## src/rtl/pipeline_ctrl.sv

```systemverilog
// pipeline_ctrl -- dual-issue pipeline control unit.
//
// Drives the flush, stall, redirect and forwarding-select signals for two
// issue lanes (lane 2 is the younger lane). A taken branch or a JAL raises
// a one-cycle redirect pulse one cycle after it is seen. The unit then holds
// a FLUSH state for FLUSH_CYCLES cycles. A load scoreboard stalls decode
// while a source register waits on an outstanding load. Combinational
// forwarding selects each decode source from the youngest matching stage.
//
// Parameters : AW (PC width), RW (register index width),
//              FLUSH_CYCLES (cycles held in FLUSH, >=1),
//              LSU_DEPTH (max outstanding loads, >=1)
// Inputs     : clk, rst (synchronous, active high), fifo_full, buffer_full,
//              jal_*/br1_*/br2_* redirect sources, dec*/ex*/wb* register
//              indices and write enables, lsu_issue/lsu_rd,
//              lsu_done/lsu_done_rd
// Outputs    : stop_fetch, redirect, redirect_addr, fifo/buffer flush and
//              stall, dec1/dec2/ex flush, dec2_hold, fwd1a/fwd1b/fwd2a/fwd2b
//              (0 RF, 1 ex1, 2 ex2, 3 wb1, 4 wb2),
//              state (00 RUN, 01 FLUSH, 10 LSU_FULL)
// Option     : define PIPE_CTRL_PERF_EN to add the perf_stall_cnt and
//              perf_flush_cnt 32-bit counters.
module pipeline_ctrl #(
   parameter int AW           = 32,
   parameter int RW           = 5,
   parameter int FLUSH_CYCLES = 2,
   parameter int LSU_DEPTH    = 4
) (
   input  logic          clk,
   input  logic          rst,
   input  logic          fifo_full,
   input  logic          buffer_full,
   input  logic          jal_valid,
   input  logic [AW-1:0] jal_addr,
   input  logic          br1_valid,
   input  logic          br1_taken,
   input  logic [AW-1:0] br1_addr,
   input  logic          br2_valid,
   input  logic          br2_taken,
   input  logic [AW-1:0] br2_addr,
   input  logic [RW-1:0] dec1_rs1,
   input  logic [RW-1:0] dec1_rs2,
   input  logic [RW-1:0] dec2_rs1,
   input  logic [RW-1:0] dec2_rs2,
   input  logic [RW-1:0] dec1_rd,
   input  logic          dec1_we,
   input  logic [RW-1:0] ex1_rd,
   input  logic [RW-1:0] ex2_rd,
   input  logic [RW-1:0] wb1_rd,
   input  logic [RW-1:0] wb2_rd,
   input  logic          ex1_we,
   input  logic          ex2_we,
   input  logic          wb1_we,
   input  logic          wb2_we,
   input  logic          lsu_issue,
   input  logic [RW-1:0] lsu_rd,
   input  logic          lsu_done,
   input  logic [RW-1:0] lsu_done_rd,
   output logic          stop_fetch,
   output logic          redirect,
   output logic [AW-1:0] redirect_addr,
   output logic          fifo_flush,
   output logic          fifo_stall,
   output logic          buffer_flush,
   output logic          buffer_stall,
   output logic          dec1_flush,
   output logic          dec2_flush,
   output logic          ex_flush,
   output logic          dec2_hold,
   output logic [2:0]    fwd1a,
   output logic [2:0]    fwd1b,
   output logic [2:0]    fwd2a,
   output logic [2:0]    fwd2b,
   output logic [1:0]    state
`ifdef PIPE_CTRL_PERF_EN
   ,
   output logic [31:0]   perf_stall_cnt,
   output logic [31:0]   perf_flush_cnt
`endif
);

   localparam int NREG = 2**RW;
   localparam int CW   = $clog2(LSU_DEPTH + 1);
   localparam int FW   = (FLUSH_CYCLES > 1) ? $clog2(FLUSH_CYCLES) : 1;
   localparam logic [CW-1:0] DEPTH_C    = CW'(LSU_DEPTH);
   localparam logic [FW-1:0] FLUSH_LOAD = FW'(FLUSH_CYCLES - 1);

   localparam logic [2:0] FWD_RF  = 3'd0;
   localparam logic [2:0] FWD_EX1 = 3'd1;
   localparam logic [2:0] FWD_EX2 = 3'd2;
   localparam logic [2:0] FWD_WB1 = 3'd3;
   localparam logic [2:0] FWD_WB2 = 3'd4;

   typedef enum logic [1:0] {
      ST_RUN      = 2'b00,
      ST_FLUSH    = 2'b01,
      ST_LSU_FULL = 2'b10
   } state_t;

   state_t          state_q, state_d;
   logic [FW-1:0]   fcnt_q, fcnt_d;        // flush cycles left after this one
   logic            kind_br_q, kind_br_d;  // flush also kills decode
   logic            kind_ex_q, kind_ex_d;  // flush also kills execute
   logic            redirect_q, redirect_d;
   logic [AW-1:0]   raddr_q, raddr_d;
   logic [NREG-1:0] busy_q, busy_d;
   logic [CW-1:0]   cnt_q, cnt_d;

   logic br1_hit, br2_hit, evt;
   logic flushing, lsu_full, src_busy_any;

   assign br1_hit  = br1_valid & br1_taken;
   assign br2_hit  = br2_valid & br2_taken;
   assign evt      = br1_hit | br2_hit | jal_valid;
   assign flushing = (state_q == ST_FLUSH);
   assign lsu_full = (cnt_q == DEPTH_C);

   function automatic logic src_busy(input logic [RW-1:0] src);
      return (src != '0) && busy_q[src];
   endfunction

   // Youngest matching stage wins: ex2 > ex1 > wb2 > wb1.
   function automatic logic [2:0] fwd_sel(input logic [RW-1:0] src);
      logic [2:0] sel;
      sel = FWD_RF;
      if (src != '0) begin
         if (ex2_we && ex2_rd == src)      sel = FWD_EX2;
         else if (ex1_we && ex1_rd == src) sel = FWD_EX1;
         else if (wb2_we && wb2_rd == src) sel = FWD_WB2;
         else if (wb1_we && wb1_rd == src) sel = FWD_WB1;
      end
      return sel;
   endfunction

   assign src_busy_any = src_busy(dec1_rs1) | src_busy(dec1_rs2) |
                         src_busy(dec2_rs1) | src_busy(dec2_rs2);

   // NOTE: every signal gets a default at the top of an always_comb so no path leaves it unassigned and no latch is inferred.
   always_comb begin
      busy_d = busy_q;
      if (lsu_done)                 busy_d[lsu_done_rd] = 1'b0;
      // Issue is applied after done so a same-register set/clear keeps the bit set.
      if (lsu_issue && lsu_rd != '0) busy_d[lsu_rd]     = 1'b1;

      cnt_d = cnt_q;
      if (lsu_issue && !lsu_done && cnt_q != DEPTH_C)  cnt_d = cnt_q + CW'(1);
      else if (!lsu_issue && lsu_done && cnt_q != '0)  cnt_d = cnt_q - CW'(1);
   end

   // Next-state logic. A redirect always (re)enters FLUSH, including from FLUSH itself.
   always_comb begin
      state_d    = state_q;
      fcnt_d     = fcnt_q;
      kind_br_d  = kind_br_q;
      kind_ex_d  = kind_ex_q;
      redirect_d = 1'b0;
      raddr_d    = raddr_q;
      if (evt) begin
         state_d    = ST_FLUSH;
         fcnt_d     = FLUSH_LOAD;
         redirect_d = 1'b1;
         kind_br_d  = br1_hit | br2_hit;
         kind_ex_d  = br1_hit;
         raddr_d    = br1_hit ? br1_addr : (br2_hit ? br2_addr : jal_addr);
      end else begin
         case (state_q)
            ST_FLUSH: begin
               if (fcnt_q == '0) state_d = (cnt_d == DEPTH_C) ? ST_LSU_FULL : ST_RUN;
               else              fcnt_d  = fcnt_q - FW'(1);
            end
            default: state_d = (cnt_d == DEPTH_C) ? ST_LSU_FULL : ST_RUN;
         endcase
      end
   end

   // NOTE: sequential state uses non-blocking assignments so every register samples pre-edge values.
   always_ff @(posedge clk) begin
      if (rst) begin
         state_q    <= ST_RUN;
         fcnt_q     <= '0;
         kind_br_q  <= 1'b0;
         kind_ex_q  <= 1'b0;
         redirect_q <= 1'b0;
         raddr_q    <= '0;
         // NOTE: the busy vector is a register file that must start clear, so it is reset unlike a data RAM.
         busy_q     <= '0;
         cnt_q      <= '0;
      end else begin
         state_q    <= state_d;
         fcnt_q     <= fcnt_d;
         kind_br_q  <= kind_br_d;
         kind_ex_q  <= kind_ex_d;
         redirect_q <= redirect_d;
         raddr_q    <= raddr_d;
         busy_q     <= busy_d;
         cnt_q      <= cnt_d;
      end
   end

   // Outputs are forced to zero while rst is high, including the cycle before the first reset edge.
   always_comb begin
      stop_fetch    = 1'b0;
      redirect      = 1'b0;
      redirect_addr = '0;
      fifo_flush    = 1'b0;
      fifo_stall    = 1'b0;
      buffer_flush  = 1'b0;
      buffer_stall  = 1'b0;
      dec1_flush    = 1'b0;
      dec2_flush    = 1'b0;
      ex_flush      = 1'b0;
      dec2_hold     = 1'b0;
      fwd1a         = FWD_RF;
      fwd1b         = FWD_RF;
      fwd2a         = FWD_RF;
      fwd2b         = FWD_RF;
      state         = ST_RUN;
      if (!rst) begin
         redirect      = redirect_q;
         redirect_addr = raddr_q;
         state         = state_q;
         fifo_flush    = flushing;
         buffer_flush  = flushing;
         dec1_flush    = flushing & kind_br_q;
         dec2_flush    = flushing & kind_br_q;
         ex_flush      = flushing & kind_ex_q;
         stop_fetch    = fifo_full | flushing;
         buffer_stall  = src_busy_any | lsu_full;
         fifo_stall    = src_busy_any | lsu_full | buffer_full;
         dec2_hold     = dec1_we && dec1_rd != '0 &&
                         (dec2_rs1 == dec1_rd || dec2_rs2 == dec1_rd);
         fwd1a         = fwd_sel(dec1_rs1);
         fwd1b         = fwd_sel(dec1_rs2);
         fwd2a         = fwd_sel(dec2_rs1);
         fwd2b         = fwd_sel(dec2_rs2);
      end
   end

`ifdef PIPE_CTRL_PERF_EN
   always_ff @(posedge clk) begin
      if (rst) begin
         perf_stall_cnt <= '0;
         perf_flush_cnt <= '0;
      end else begin
         perf_stall_cnt <= perf_stall_cnt + 32'(buffer_stall);
         perf_flush_cnt <= perf_flush_cnt + 32'(redirect_q);
      end
   end
`else
   // Performance counters are not built in this configuration.
`endif

endmodule

```

## config.mk

```make
export PLATFORM = sky130hd
export DESIGN_NAME = pipeline_ctrl
export DESIGN_NICKNAME = d
export VERILOG_FILES = /design/src/rtl/pipeline_ctrl.sv
export SDC_FILE = /design/constraint.sdc
export NUM_CORES = 1
export LEC_CHECK = 0
export ABC_AREA = 1
export ABC_CLOCK_PERIOD_IN_PS = 1770
export CAP_MARGIN = 40
export CORE_ASPECT_RATIO = 1.2
export CORE_MARGIN = 2
export CORE_UTILIZATION = 40
export CTS_CLUSTER_SIZE = 20
export DETAILED_ROUTE_END_ITERATION = 6
export GPL_TIMING_DRIVEN = 0
export PLACE_DENSITY_LB_ADDON = 0.05
export SLEW_MARGIN = 25
export SYNTH_ARGS = -nofsm -noshare
export SYNTH_HDL_FRONTEND = slang
export SYNTH_SLANG_ARGS = --single-unit
```

## constraint.sdc

```tcl
create_clock -name clk -period 1.77 [get_ports clk]
set_input_delay 0.354 -clock clk [delete_from_list [all_inputs] [get_ports clk]]
set_output_delay 0.354 -clock clk [all_outputs]
set_load 0.02 [all_outputs]
```

==> results of run 1 <==
-- worst max-delay path: cells and delay by family, from the launching register on --
family	cells	cell delay (ps)
buf+inv	1	110
simple gates	12	1010
flops	1	380
-- repair_timing --
item	in CTS	in global routing
gates resized for setup	469	191
pin swaps	67	79
setup buffers	30	10
cloned	7	0
hold endpoints to repair	0	0
setup endpoints to repair	75	76
-- sequential cells by signal, summed over array words and instances (netlist names) --
register,count
redirect_q,1
kind_br_q,1
busy_q,32
fcnt_q,1
raddr_q,32
state_q,2
kind_ex_q,1
cnt_q,3
-- where the power goes --
group | switching [W] | internal [W]
registers | 0.0000561 | 0.00171
logic | 0.00115 | 0.000958
clock network | 0.000739 | 0.00100
total | 0.00195 | 0.00366
-- placed cells by master (no fill, tap or decap), types with 7 or more instances in the layout --
cell type / n
buf_12: 13
nand3_2: 37
dlygate4sd2_1: 14
dfxtp_1: 40
o21ai_0: 69
nor3_1: 18
buf_4: 45
a221oi_2: 9
buf_6: 32
clkdlybuf4s15_2: 8
nand4_1: 7
buf_8: 11
inv_2: 19
o22ai_2: 8
clkdlybuf4s15_1: 7
nor2_1: 57
nand3_1: 160
clkbuf_16: 9
xor2_1: 17
nand2_2: 50
clkbuf_2: 27
inv_4: 8
nor2_2: 9
a21oi_2: 9
dfxtp_4: 31
clkbuf_1: 16
nand2_1: 225
a21oi_1: 46
xnor2_1: 8
o22ai_1: 44
clkdlybuf4s50_1: 114
inv_1: 63
buf_2: 32
-- per-stage QoR --
| step | hold slack [ps] | TNS [ps] | worst slack (ps) | cells |
|---|---|---|---|---|
| 2_1_floorplan | 447 | -193 | -62.1 | 1070 |
| 3_3_place_gp | 456 | -70480 | -1300 | 1478 |
| 3_5_place_dp | 461 | -63860 | -1310 | 1482 |
| 4_1_cts | 469 | -2120 | -322 | 1535 |
| 5_1_grt | 481 | -3680 | -482 | 1544 |
| 6_report | 469 | -2760 | -438 | 1544 |
-- area by class of cell --
type	instances	area, µm²	area share
multi-input cells	822	4780	0.460
well taps	208	260	0.0251
repair buffers	250	2390	0.230
plain buffers	78	656	0.0632
inverters	97	429	0.0414
clock buffers	10	239	0.0230
clock inverters	6	50.0	0.00482
flip-flops and latches	73	1580	0.152
-- cells by family after synthesis --
group | count (synthesis)
adder cells (fa/ha/maj) | 3
flip-flops | 73
XOR/XNOR | 31
buffers and inverters | 175
AO/OA/AOI/OAI | 207
AND/OR/NAND/NOR | 581
-- layer usage --
metal	track usage	vias to the layer above	wire, µm
met2	0.580	452	14300
met4	0.160	0	1290
li1	-	4163	-
met3	0.0680	108	2340
met1	0.364	3938	10400
met5	0	-	0
-- how the worst min path moves through the flow --
stage	endpoint	slack, ps
after detailed placement	raddr_q[17]	460
final	fcnt_q	470
after floorplan	raddr_q[0]	450
after CTS	fcnt_q	470
after global placement	raddr_q[26]	460
after global routing	fcnt_q	480
==> summary.md, run 1 <==
| Metric | Value |
|---|---|
| Mapped Nets | ~1.2k |
| TritonRoute pass-1 iters | 7 |
| Capture point of the worst path | fifo_stall |
| Status | complete, but fails checks |
| Compound-cell area share of the yosys netlist | 0.190 |
| CP dominant cell by count | nand2_1 |
| Final HPWL DP | around 20000 µm |
| Peak supply drop | around 0.32 mV |
| Initial Util | 0.405 |
| Die ar. | around 0.017 mm² |
| Area leader, netlist | dfxtp_1 |
| Most instantiated cells after synthesis | nand2_1, nand3_1, inv_1, dfxtp_1, o21ai_0 |
| Cell variety after synth | 36 |
| Top cells by area, synth | dfxtp_1, nand2_1, nand3_1 |
| Crit Path Category | reg -> out |
| Clock skew | approximately 3.2 ps |
| H-tree Lvls | 3 |
| Clock latency on the worst-skew pair | around 340 ps |
| Synth Area in XOR/XNOR | 0.0433 |
| Synth Area per Inst | 5.85 µm² |
| HP Start | fcnt_q |
| Initial antenna violation count | 0 |
| Pwr dens | between 500 and 600 mW/mm² |
| DRT iter0 DRCs | between 600 and 700 |
| Final Cell Area | between 0.01 and 0.015 mm² |
| CP required | roughly 1400 ps |
| Critical path fanouts, max | 5 |
| Port bufs | 200 |
| First-pass GRT wire length | approximately 43000 µm |
| Max-cap violations | 0 |
| Total I/O pin count | ~220 |
| Largest net degree at the start of global routing | 15 |
| Critical path arrival | around 1900 ps |
| RSZ-0062 raised after global routing | yes |
| Min-Delay Path Depth | 2 |
| Mapped Cells | around 1.1k |
| Finish-stage setup viols | 15 |
| Fmax | between 400 and 500 MHz |
| Reg2reg end | state_q[1] |
| TritonCTS Sinks | 73 |
| Most frequent cell after synthesis | nand2_1 |
| Worst-margin pin slew | roughly 570 ps |
| Wire length per cell | 18.3 µm |
| Post-layout min period | between 2000 and 2500 ps |
| FF-to-FF path depth | 12 |
| Util after Layout | 0.672 |
| Net count, final | about 1.5k |
| Worst Hold Class | reg -> reg |
| Final Max Slew Viols | 0 |
| Hold Buf Count CTS | 0 |
| Final setup margin | -438 ps |
| Number of cell rows | 50 |
| Tot GR Track Use | 0.324 |
| CTS max path bufs | 2 |
| Clock buffer count from CTS | 9 |
| Slowest stage delay, CP | between 300 and 400 ps |
| Tot Pwr | 0.00561 W |
| Synthesis-to-finish area growth | 65.7% |
| Synth top area share | 0.233 |
| Final Hold Fails | 0 |
| Antenna Cells | 0 |
| Final period util | 1.25 |
| FF-to-FF setup slack | ~110 ps |
| Adder-cell share of the synthesized area | 0.00599 |
| Slowest cell on the critical path | dfxtp_4 |
| CP endpoint kind | output port |
| Fillers | around 1.4k |
| Worst rel slew slack | 0.620 |
| Post-synth EDFFs | 0 |
| Mux share of post-synthesis cell area | 0 |
| Largest family of logic cells by synthesized area | simple AND/OR/NAND/NOR gates |
| Post-route ant nets | 0 |
| CTS clk-pin slew, worst paths | around 60 ps |
| Vias in the first global route | approximately 8.4k |
| Leak pwr | approximately 4.3 nW |
| Vias per cell | approximately 5.6 |
| Failing checks | negative setup slack |
| CTS tree | yes |
| Clock Tree Root | clkbuf_16 |
| Fraction of final layout cells sized beyond drive strength 1 | 0.312 |
| # DRC | 0 |
| Most used DFF post-synth | dfxtp_1 |
| Core area | 0.0155 mm² |
| Worst Setup SP | busy_q[28] |
| Die span in x | 118 µm |
| Sequential area share after synthesis | 0.233 |
| Yosys warns | 0 |
| Setup crit start kind | flip-flop |
| Die height | about 140 µm |
| Synth Cell Area | between 0.006 and 0.007 mm² |
| Routability Congestion | 0.939 |
| Critical Path, Cell by Cell | nand2_1, nand3_2, nand3_2, nand2_1, nand2_1, nand3_1, nand2_1, nor2_2, nor2_1, nand2_2, nand2_2, nand2_2, buf_6 |
| Worst reg2reg startpoint | cnt_q[1] |
| Grt ovf | 0 |
| Placed instance area | ~0.0087 mm² |
| FFs w/ async S/R, synth | 0 |
| Via Count | 8661 |
| Post-synthesis register bit count | between 70 and 80 |
| DRT Wirelength | about 28000 µm |
| Simple-gate share of the synthesized area | 0.403 |
Power figures use the tool's default switching activity.
==> run 2, diff against run 1 <==
--- a/config.mk
+++ b/config.mk
@@ -14,8 +14,10 @@
 export CTS_CLUSTER_SIZE = 20
 export DETAILED_ROUTE_END_ITERATION = 6
 export GPL_TIMING_DRIVEN = 0
-export PLACE_DENSITY_LB_ADDON = 0.05
+export PLACE_DENSITY = 0.84
+export SKIP_CTS_REPAIR_TIMING = 1
 export SLEW_MARGIN = 25
 export SYNTH_ARGS = -nofsm -noshare
 export SYNTH_HDL_FRONTEND = slang
 export SYNTH_SLANG_ARGS = --single-unit
+export TNS_END_PERCENT = 1
==> run 2 against run 1 <==
Net effect: the flow still finishes with violations (negative setup slack); critical path depth is the same; via count grew 1.1%; final area shrank 10%; sequential power about the same; first-iteration DRC count rose by 69%; final cell count is 2.3% lower.
==> summary.md, run 2 (synthesized netlist as in run 1, its figures left out) <==
| Metric | Value |
|---|---|
| Grt ovf | 0 |
| Fillers | between 1k and 1.5k |
| Capture point of the worst path | fifo_stall |
| Leading registers by flop count | busy_q: 32 flops, raddr_q: 32 flops, cnt_q: 3 flops |
| Final period util | 1.21 |
| H-tree Lvls | 3 |
| Fraction of final layout cells sized beyond drive strength 1 | 0.167 |
| Post-layout min period | around 2100 ps |
| Initial antenna violation count | 0 |
| Die ar. | between 0.015 and 0.02 mm² |
| TritonRoute pass-1 iters | 6 |
| Wire length per cell | 17.6 µm |
| Via Count | approximately 9k |
| GRT busiest layer | met2 |
| Net count, final | ~1.5k |
| Final Hold Fails | 0 |
| RSZ-0062 raised after global routing | yes |
| Worst reg2reg startpoint | cnt_q[0] |
| Clock Tree Root | clkbuf_16 |
| Routability Congestion | between 0.9 and 1 |
| HP Start | raddr_q[13] |
| Total I/O pin count | around 220 |
| First-pass GRT wire length | 40600 µm |
| Pwr dens | 590 mW/mm² |
| FF-to-FF setup slack | 120 ps |
| Setup TNS Final | -4180 ps |
| Placed instance area | about 0.0086 mm² |
| FF-to-FF path depth | 12 |
| DRT Wirelength | between 20000 and 30000 µm |
| Worst rel slew slack | 0.568 |
| Largest net degree at the start of global routing | 12 |
| Die span in x | between 100 and 150 µm |
| CTS tree | yes |
| Final HPWL DP | around 20000 µm |
| Max-cap violations | 0 |
| Leak pwr | 4.43 nW |
| Clock buffer count from CTS | 9 |
| Number of cell rows | 50 |
| Status | complete, but fails checks |
| Setup crit start kind | flip-flop |
| GR Layer Usage met1 | 0.336 |
| Initial Util | 0.405 |
| Reg2reg end | state_q[1] |
| Failing checks | negative setup slack |
| CTS max path bufs | 2 |
| Core area | 0.0155 mm² |
| Final Max Slew Viols | 0 |
| Post-route ant nets | 0 |
| Met3 usage | 0.0635 |
| Tot GR Track Use | 0.301 |
| CTS clk-pin slew, worst paths | 60 ps |
| Final setup margin | -375 ps |
| Worst Setup SP | busy_q[20] |
| Synthesis-to-finish area growth | 48.4% |
| Die height | approximately 140 µm |
| Fmax | roughly 470 MHz |
| Clock latency on the worst-skew pair | roughly 330 ps |
| Clock skew | approximately 2.1 ps |
| Peak supply drop | 0.489 mV |
| Port bufs | 200 |
| Commonest non-fill, non-tap cell in the layout | nand2_1 |
| Most frequent cells in the layout | nand2_1, nand3_1, clkdlybuf4s50_1 |
| Hold slack | about 470 ps |
| # DRC | 0 |
| Vias in the first global route | 8127 |
| TritonCTS Sinks | between 70 and 80 |
| Min-Delay Path Depth | 2 |
| Worst Hold Class | reg -> reg |
| Global-route track usage on met2 | 0.521 |
| DRT iter0 DRCs | 1082 |
| Antenna Cells | 0 |
| Finish-stage setup viols | 16 |
| CP required | approximately 1400 ps |
| Crit Path Category | reg -> out |
| Vias per cell | roughly 5.8 |
| Worst-margin pin slew | 642 ps |
| CP endpoint kind | output port |
| Critical path fanouts, max | 5 |
| Critical path arrival | approximately 1800 ps |
| Final Cell Area | 0.00930 mm² |
-- run 2: cell types whose count changed in the layout (fill, tap and decap cells not counted), sizes merged --
cell | previous run | this run
bufbuf | 1 | 0
buf | 135 | 72
clkdlybuf4s50 | 114 | 116
inv | 96 | 97
clkdlybuf4s18 | 1 | 0
clkdlybuf4s15 | 15 | 0
dlymetal6s2s | 0 | 50
clkinvlp | 6 | 0
bufinv | 0 | 1
dlygate4sd2 | 14 | 0
clkbuf | 58 | 69
-- run 2: layer usage --
| layer | vias to the layer above | part of all wire |
|---|---|---|
| li1 | 4081 | - |
| met5 | - | 0 |
| met4 | 0 | 0.060 |
| met3 | 113 | 0.099 |
| met2 | 605 | 0.48 |
| met1 | 3957 | 0.36 |
-- run 2: cell type report --
class / instances / area (µm²) / area share
Clock inverter: 2 / 35.0 / 0.00377
Inverter: 97 / 367 / 0.0394
Buffer: 78 / 488 / 0.0525
Tap cell: 208 / 260 / 0.0280
Sequential cell: 73 / 1550 / 0.166
Timing Repair Buffer: 215 / 2100 / 0.226
Multi-Input combinational cell: 822 / 4230 / 0.455
Clock buffer: 14 / 274 / 0.0295
-- run 2: critical path: stages (launching register included) --
cell and delay [ps]:
dfxtp_2 420, nand2_1 80, nand3_1 70, nand3_1 70, nand2_1 70, nand2_1 50
nand3_1 60, nand2_1 80, nor2_2 150, nor2_1 50, nand2_1 100, nand2_2 70
nand2_2 80, buf_6 110
-- run 2: report_power, final --
| part | internal (W) | switching [W] |
|---|---|---|
| logic | 0.000796 | 0.00104 |
| clock network | 0.00121 | 0.000668 |
| registers | 0.00172 | 0.0000523 |
-- run 2: worst min path at each step --
stage | end | slack, ps
after global placement | raddr_q[4] | 460
after detailed placement | raddr_q[3] | 460
after global routing | raddr_q[30] | 490
after floorplan | raddr_q[0] | 450
after CTS | raddr_q[3] | 470
final | raddr_q[13] | 470
-- run 2: through the flow --
stage	std cells	total power, W	utilization	worst slack (ps)
final	1509	0.00549	0.602	-375
after global routing	1509	0.00573	0.602	-456
after CTS	1498	0.00541	0.574	-1280
after detailed placement	1482	0.00355	0.554	-1270
after global placement	1478	0.00352	0.553	-1280
after floorplan	1070	0.00279	-	-142
==> run 3, diff against run 2 <==
--- a/config.mk
+++ b/config.mk
@@ -13,7 +13,6 @@
 export CORE_UTILIZATION = 40
 export CTS_CLUSTER_SIZE = 20
 export DETAILED_ROUTE_END_ITERATION = 6
-export GPL_TIMING_DRIVEN = 0
 export PLACE_DENSITY = 0.84
 export SKIP_CTS_REPAIR_TIMING = 1
 export SLEW_MARGIN = 25
==> run 3 against run 2 <==
Net effect: the run still ends with negative setup slack left; critical path depth fell by 6; worst setup slack worse by 120 ps; final cell count increased by 7.4%; largest cell class unchanged; largest power group unchanged.
==> summary.md, run 3 (synthesized netlist as in run 1, its figures left out) <==
| Metric | Value |
|---|---|
| Status | complete, but fails checks |
| Failing checks | negative setup slack |
| Slowest stage delay, CP | ~420 ps |
| Post-layout min period | between 2000 and 2500 ps |
| Vias per cell | 5.67 |
| RSZ-0062 raised after global routing | yes |
| CP endpoint kind | output port |
| Core area | about 0.015 mm² |
| Worst Hold Class | in -> reg |
| Die ar. | around 0.017 mm² |
| FF-to-FF setup slack | 60 ps |
| TritonCTS Sinks | 73 |
| CP required | approximately 1400 ps |
| DRT Wirelength | around 29000 µm |
| CTS tree | yes |
| Fraction of final layout cells sized beyond drive strength 1 | 0.227 |
| Final Max Slew Viols | 0 |
| Most frequent cells in the layout | nand2_1, nand3_1, buf_4 |
| Initial antenna violation count | 0 |
| Port bufs | around 220 |
| Die height | approximately 140 µm |
| Leading registers by flop count | busy_q: 32 flops, raddr_q: 32 flops, cnt_q: 3 flops |
| CTS max path bufs | 2 |
| First-pass GRT wire length | approximately 44000 µm |
| Final setup margin | -492 ps |
| Leak pwr | 5.41 nW |
| Worst-margin pin slew | approximately 480 ps |
| Initial Util | 0.405 |
| TritonRoute pass-1 iters | 6 |
| Vias in the first global route | slightly below 9k |
| Clock Tree Root | clkbuf_16 |
| Crit Path Category | in -> out |
| Buf/Inv on CP | 3 |
| Max-cap violations | 0 |
| Clock buffer count from CTS | 9 |
| Finish-stage setup viols | 16 |
| WP depth | 7 |
| Dpl cells | roughly 1.6k |
| Largest net degree at the start of global routing | 34 |
| Slowest cell on the critical path | clkdlybuf4s50_1 |
| Post-route ant nets | 0 |
| Synthesis-to-finish area growth | 69.7% |
| FF-to-FF path depth | 13 |
| Net count, final | around 1.6k |
| Tot GR Track Use | 0.323 |
| Worst rel slew slack | 0.680 |
| Commonest non-fill, non-tap cell in the layout | nand2_1 |
| Clock skew | 1.99 ps |
| Wire length per cell | 17.7 µm |
| CTS clk-pin slew, worst paths | 60 ps |
| Total I/O pin count | approximately 220 |
| Final Non-Filler Cells | between 1.5k and 2k |
| Worst slack, placed | -1220 ps |
| Number of cell rows | 50 |
| Setup crit start kind | input pin |
| Fmax | around 440 MHz |
| # DRC | 0 |
| Critical path fanouts, max | 5 |
| Die span in x | approximately 120 µm |
| Final HPWL DP | roughly 22000 µm |
| Min-Delay Path Depth | 3 |
| Peak supply drop | about 0.54 mV |
| Critical path arrival | around 1900 ps |
| Hold slack | 467 ps |
| Routability Congestion | between 0.9 and 1 |
| Crit-path leading delay family | buffers and inverters |
| Via Count | 9188 |
| Final Hold Fails | 0 |
| Clock latency on the worst-skew pair | ~330 ps |
| DRT iter0 DRCs | ~1.0k |
| Final period util | 1.28 |
| Pwr dens | approximately 570 mW/mm² |
| Grt ovf | 0 |
| Tot Pwr | a little over 0.006 W |
| Util after Layout | 0.688 |
| Critical Path, Cell by Cell | clkdlybuf4s50_1, buf_6, xor2_1, nor4_2, nand2_1, a21oi_1, dlymetal6s2s_1 |
| Antenna Cells | 0 |
| H-tree Lvls | 3 |
[run 3: cell count changes in the layout (fill, tap and decap cells not counted), moves of 11 or more]
cell / previous run / this run
clkbuf_1: 24 / 0
buf_2: 26 / 4
clkbuf_2: 27 / 3
dfxtp_1: 41 / 52
dlymetal6s2s_1: 50 / 76
dfxtp_4: 18 / 4
buf_4: 30 / 175
[run 3: worst reg2reg max path, stage by stage (launching register included)]
cell	delay (ps)
dfxtp_2	330
inv_1	50
ha_1	200
nand2_1	100
buf_4	110
nand2_1	50
nor2_2	100
inv_1	80
nand2_1	90
o21ai_0	100
nor2_1	120
xor2_1	160
inv_1	70
nor2_1	90
[run 3: final timing paths]
check | start | to
max | wb1_rd[0] | fwd2b[0]
min | rst | cnt_q[2]
min reg2reg | raddr_q[11] | raddr_q[11]
max reg2reg | cnt_q[0] | state_q[1]
[run 3: through the flow]
stage	TNS (ps)	instance area (µm²)
3_3_place_gp	-21950	9730
4_1_cts	-23810	10100
6_report	-6310	10600
2_1_floorplan	-786	6280
3_5_place_dp	-24560	9730
5_1_grt	-8000	10600
[run 3: area by class of cell]
cell class              count  area [µm²]
fillers                  1320        4820
multi-input cells         822        4260
repair buffers            403        3860
flip-flops and latches     73        1500
inverters                  97         385
clock buffers              12         267
well taps                 208         260
clock inverters             4        97.6
repair inverters            1        6.26
[run 3: power breakdown]
part           internal (W)  switching [W]
registers           0.00174      0.0000459
logic               0.00101        0.00110
clock network       0.00149       0.000689
total               0.00425        0.00184
[run 3: per-layer routing]
layer | GRT usage | routed length (µm)
met1 | 0.357 | 10100
met2 | 0.568 | 14100
met3 | 0.0619 | 2630
met4 | 0.205 | 1880
met5 | 0 | 0
